<file path="config.mk">
export PLATFORM = sky130hd
export DESIGN_NAME = key_schedule_gen
export DESIGN_NICKNAME = d
export VERILOG_FILES = /design/src/rtl/key_schedule_gen_pkg.sv /design/src/rtl/key_schedule_gen_aes_sbox.sv /design/src/rtl/key_schedule_gen.sv
export SDC_FILE = /design/constraint.sdc
export NUM_CORES = 2
export LEC_CHECK = 0
export CAP_MARGIN = 20
export CELL_PAD_IN_SITES_DETAIL_PLACEMENT = 0
export CELL_PAD_IN_SITES_GLOBAL_PLACEMENT = 2
export CORE_AREA = 2 2 604 606
export CTS_BUF_LIST = sky130_fd_sc_hd__clkbuf_8
export DETAILED_ROUTE_END_ITERATION = 10
export DIE_AREA = 0 0 606 608
export HOLD_SLACK_MARGIN = 0.03
export PLACE_DENSITY = 0.54
export RECOVER_POWER = 100
export SLEW_MARGIN = 10
export SYNTH_ARGS = -nofsm -noshare
export SYNTH_HDL_FRONTEND = slang
export SYNTH_SLANG_ARGS = --single-unit
</file>
<file path="constraint.sdc">
create_clock -name clk -period 4.32 [get_ports clk]
set_input_delay 0.864 -clock clk [delete_from_list [all_inputs] [get_ports clk]]
set_output_delay 0.864 -clock clk [all_outputs]
set_load 0.01 [all_outputs]
</file>
<file path="src/rtl/key_schedule_gen_pkg.sv">
// Shared types and constants for the AES-128 key expansion block.
package key_schedule_gen_pkg;

    localparam int unsigned WORD_W    = 32;
    localparam int unsigned KEY_W     = 128;
    localparam int unsigned CNT_W     = 6;
    localparam int unsigned NUM_WORDS = 44;
    localparam int unsigned KS_WIDTH  = 1408;

    typedef enum logic [1:0] {
        IDLE   = 2'd0,
        EXPAND = 2'd1,
        DONE   = 2'd2
    } state_t;

    // Round constants for rounds 1..10; RCON[9] is round 1.
    localparam logic [9:0][7:0] RCON = {
        8'h01, 8'h02, 8'h04, 8'h08, 8'h10,
        8'h20, 8'h40, 8'h80, 8'h1b, 8'h36
    };

    function automatic logic [7:0] rcon_byte(input logic [3:0] idx);
        logic [7:0] r;
        r = 8'h00;
        if (idx >= 4'd1 && idx <= 4'd10) begin
            r = RCON[4'(4'd10 - idx)];
        end
        return r;
    endfunction

endpackage

</file>
<file path="src/rtl/key_schedule_gen_aes_sbox.sv">
// Combinational AES forward S-box, one byte in, one byte out.
module aes_sbox (
    input  logic [7:0] data,
    output logic [7:0] subst
);

    localparam logic [2047:0] SBOX = {
        128'h637c777bf26b6fc53001672bfed7ab76,
        128'hca82c97dfa5947f0add4a2af9ca472c0,
        128'hb7fd9326363ff7cc34a5e5f171d83115,
        128'h04c723c31896059a071280e2eb27b275,
        128'h09832c1a1b6e5aa0523bd6b329e32f84,
        128'h53d100ed20fcb15b6acbbe394a4c58cf,
        128'hd0efaafb434d338545f9027f503c9fa8,
        128'h51a3408f929d38f5bcb6da2110fff3d2,
        128'hcd0c13ec5f974417c4a77e3d645d1973,
        128'h60814fdc222a908846eeb814de5e0bdb,
        128'he0323a0a4906245cc2d3ac629195e479,
        128'he7c8376d8dd54ea96c56f4ea657aae08,
        128'hba78252e1ca6b4c6e8dd741f4bbd8b8a,
        128'h703eb5664803f60e613557b986c11d9e,
        128'he1f8981169d98e949b1e87e9ce5528df,
        128'h8ca1890dbfe6426841992d0fb054bb16
    };

    // Entry 0 sits in the top byte, so the bit offset is (255 - data) * 8.
    assign subst = SBOX[{~data, 3'b000} +: 8];

endmodule

</file>
<file path="src/rtl/key_schedule_gen.sv">
// AES-128 key expansion: one word per cycle into a registered 11-round-key schedule.
module key_schedule_gen
    import key_schedule_gen_pkg::*;
(
    input  logic                clk,
    input  logic                RESET_n,
    input  logic                start,
    input  logic [KEY_W-1:0]    key,
    output logic [KS_WIDTH-1:0] keyschedule,
    output logic                busy,
    output logic                done,
    output logic                key_valid
);

    localparam logic [CNT_W-1:0] FIRST_CNT = CNT_W'(4);
    localparam logic [CNT_W-1:0] LAST_CNT  = CNT_W'(NUM_WORDS - 1);

    state_t                      state, state_d;
    logic [CNT_W-1:0]            cnt;
    logic [3:0][WORD_W-1:0]      win;       // win[3] = w[i-4] ... win[0] = w[i-1]
    logic                        armed;
    logic                        load, step;
    logic [WORD_W-1:0]           rot, sub, word_new;
    logic [10:0]                 ks_base;

    // Next-state decode; load/step strobe the datapath.
    always_comb begin
        state_d = state;
        load    = 1'b0;
        step    = 1'b0;
        case (state)
            IDLE: begin
                if (start && armed) begin
                    state_d = EXPAND;
                    load    = 1'b1;
                end
            end
            EXPAND: begin
                step = 1'b1;
                if (cnt == LAST_CNT) begin
                    state_d = DONE;
                end
            end
            DONE: begin
                if (!start) begin
                    state_d = IDLE;
                end
            end
            default: state_d = IDLE;
        endcase
    end

    assign rot = {win[0][23:0], win[0][31:24]};

    for (genvar b = 0; b < 4; b++) begin : g_subword
        aes_sbox u_sbox (
            .data  (rot[8*b +: 8]),
            .subst (sub[8*b +: 8])
        );
    end

    always_comb begin
        if (cnt[1:0] == 2'b00) begin
            word_new = win[3] ^ sub ^ {rcon_byte(cnt[5:2]), 24'h000000};
        end else begin
            word_new = win[3] ^ win[0];
        end
        ks_base = 11'(KS_WIDTH) - {cnt, 5'b00000} - 11'd32;
    end

    always_ff @(posedge clk or negedge RESET_n) begin
        if (!RESET_n) begin
            state       <= IDLE;
            cnt         <= '0;
            win         <= '0;
            armed       <= 1'b0;
            keyschedule <= '0;
            busy        <= 1'b0;
            done        <= 1'b0;
            key_valid   <= 1'b0;
        end else begin
            state <= state_d;
            busy  <= (state_d == EXPAND);
            done  <= (state_d == DONE);

            // A new request needs start seen low while idle.
            if (load) begin
                armed <= 1'b0;
            end else if (state == IDLE && !start) begin
                armed <= 1'b1;
            end

            if (load) begin
                win                             <= key;
                cnt                             <= FIRST_CNT;
                key_valid                       <= 1'b0;
                keyschedule[KS_WIDTH-1 -: KEY_W] <= key;
            end

            if (step) begin
                win                          <= {win[2:0], word_new};
                keyschedule[ks_base +: WORD_W] <= word_new;
                if (cnt != LAST_CNT) begin
                    cnt <= cnt + CNT_W'(1);
                end else begin
                    key_valid <= 1'b1;
                end
            end
        end
    end

endmodule

</file>
==> results.yml <==
outcome:
  status: "finished, violations left"
  violations: "capacitance limit, slew limit"
synthesis:
  synth_cell_types: 92
  synth_top_area_share_pct: 53.9
  synth_area_um2: 71900
  synth_common_cells: "dfrtp_1, nand2_1, o21ai_0"
  yosysTopAreaCell: "dfrtp_1"
  async_reset_ff_share_pct: 100
  syn_area_per_cell_um2: 9.55
  ys_top_cells_by_area: "dfrtp_1, o21ai_0, nand2_1"
  synth_edf_count: 0
  seq_area_frac_synth_pct: 53.9
  yosys_warnings: 0
  syn_nets: 7730
  syn_inst: 7526
  synth-seq-cells: 1548
  synth_ff_type: "dfrtp_1"
  synth_most_common_cell: "dfrtp_1"
die:
  core_um2: 362000
  rows: 221
  pin_count: 1542
  die_h_um: 608
  die-area_um2: 368000
  die_w_um: 606
  start_util_pct: 19.9
pwr:
  ir_worst_vdd_uv: 716
  p_per_area_nw_per_um2: 1040
  leakagePower_uw: 0.0480
timing:
  hold_ws_ps: 463
  fin_crit_sh_pct: 98.6
  fin_skew_ps: 117
  slew_violations: 165
  final-hold-violation-count: 0
  tightest_slew_ps: 3560
  tns_ps: 0
  setup_violations: 0
  slew_headroom_pct: -138
  fmax_mhz: 235
  finalCriticalPeriod_ps: 4260
clock_network:
  clk_latency_ps: 1060
  cts_tree: "done"
  clk_pin_slew_worst_paths_ps: 60
  cts_max_level: 5
  clock-sinks: 1548
  clockBufferDepth: 4
  cts_buffers: 311
  cts-root-buf: "clkbuf_8"
global_route:
  grt_start_max_net_pins: 133
  grt_usage_pct: 26.9
  grt_pass1_wl_um: 683000
  antenna_found_initial: 63
  grt_pass1_vias: 71365
  overflow: 0
hold_path:
  hold_path_class: "reg2reg"
  hp-start: "win[46]"
  whs_path_depth: 2
  hold_end: "win[46]"
cells_and_area:
  area_growth_pct: 43.9
  drive_gt1_share_pct: 14.2
  fill_cells: 38462
  post-route-util_pct: 28.6
  final_nets: 9522
route:
  drtIter0Drc: 5715
  drc: 0
  drtAntennaViolNets: 0
  dr.pass1.iters: 6
  via_count: 70718
  routed_via_density: 4.92
  wl_um: 510000
  wl_per_cell_um: 35.5
setup_path:
  cp-end-kind: "register"
  cp.required_ps: 5110
  critPathArrivalTime_ps: 5050
  reg2reg_from: "rot[0]"
  rrSetupSlack_ps: 60
  worstPathMaxFanout: 14
  rr_worst_depth: 12
  cp-start-kind: "register"
  crit_type: "reg2reg"
placed_design:
  globalplace.congestion: 0.893
  hpwl_um: 375000
  portBuffers: 1541
job:
  cap_violations: 3
[final cells by class]
type / count / area (um^2) / share of cell area [%]
inverters: 49 / 184 / 0.178
repair buffers: 2253 / 21800 / 21.1
multi-input cells: 5155 / 30400 / 29.4
clock inverters: 150 / 986 / 0.953
clock buffers: 381 / 5240 / 5.07
well taps: 4794 / 6000 / 5.80
flip-flops and latches: 1548 / 38800 / 37.5
diodes: 34 / 85.1 / 0.0822
[worst max-delay path by stage]
stage,start,end,cells past startpoint
CTS,rot[25],register,17
finish,rot[0],register,12
global route,rot[9],register,12
global placement,rot[24],register,15
detailed placement,rot[24],register,14
floorplan,rot[24],keyschedule[1336],15
[kinds of logic after synthesis]
family / after synthesis / share of synthesized area, %
AOI/OAI and AO/OA: 2565 / 22.3
xor gates and xnor gates: 64 / 0.842
adders and majority gates: 73 / 1.27
buffers and inverters: 823 / 4.84
DFF: 1548 / 53.9
muxes: 146 / 2.65
and+or+nand+nor: 2307 / 14.2
[what timing repair did]
action / in CTS / in global routing
gates resized for setup: 15 / 8
hold buffers: 1 / 0
pin swaps: 1 / 2
buffers inserted: 3 / 3
endpoints found under the setup margin: 91 / 67
hold endpoints to repair: 59 / 0
[power by group]
part | internal, uW | leakage [uW] | switching (uW)
sequential | 19300 | 0.0209 | 3490
clock | 8450 | 0.00355 | 7220
combinational | 22300 | 0.0236 | 46400
[worst max-delay path: stages, from the launching register on]
cell and delay, ps:
dfrtp_1 410, inv_1 280, buf_4 230, ha_1 480, nor2_1 240, o311ai_0 670, a21oi_1 140, o21ai_0 180
nand4_1 130, o211ai_1 250, xor2_4 180, buf_2 570, o21ai_0 200
[cells in the final DEF (no fill, tap or decap), types with 105 or more instances in the layout]
cell / instances
nor2_1: 239
nor3_1: 112
buf_4: 430
inv_1: 134
nand2_1: 1332
dfrtp_1: 1533
dlygate4sd3_1: 1412
o21ai_0: 1245
buf_12: 105
clkdlybuf4s50_1: 129
and2_1: 124
clkbuf_8: 381
a21oi_1: 296
nand3_1: 110
a22o_1: 183
a211oi_1: 106
[per-layer routing]
| layer | share of wire (%) | track usage (%) | vias up |
|---|---|---|---|
| li1 | - | - | 30400 |
| met1 | 41 | 33.3 | 36774 |
| met2 | 47 | 44.9 | 2821 |
| met3 | 7.1 | 6.19 | 697 |
| met4 | 4.7 | 10.9 | 26 |
| met5 | 0.035 | 0 | - |
[stage by stage]
| stage | setup WS [ps] | power, uW | instances | cell area (um^2) |
|---|---|---|---|---|
| after floorplan | 374 | 47100 | 7526 | 71900 |
| after CTS | 23.4 | 112000 | 14327 | 104000 |
| final | 61.0 | 107000 | 14364 | 103000 |
| after detailed placement | -998 | 95600 | 13792 | 97800 |
| after global placement | -1120 | 96000 | 13789 | 97800 |
| after global routing | -2.15 | 112000 | 14350 | 103000 |
(Power assumes the default switching activity.)
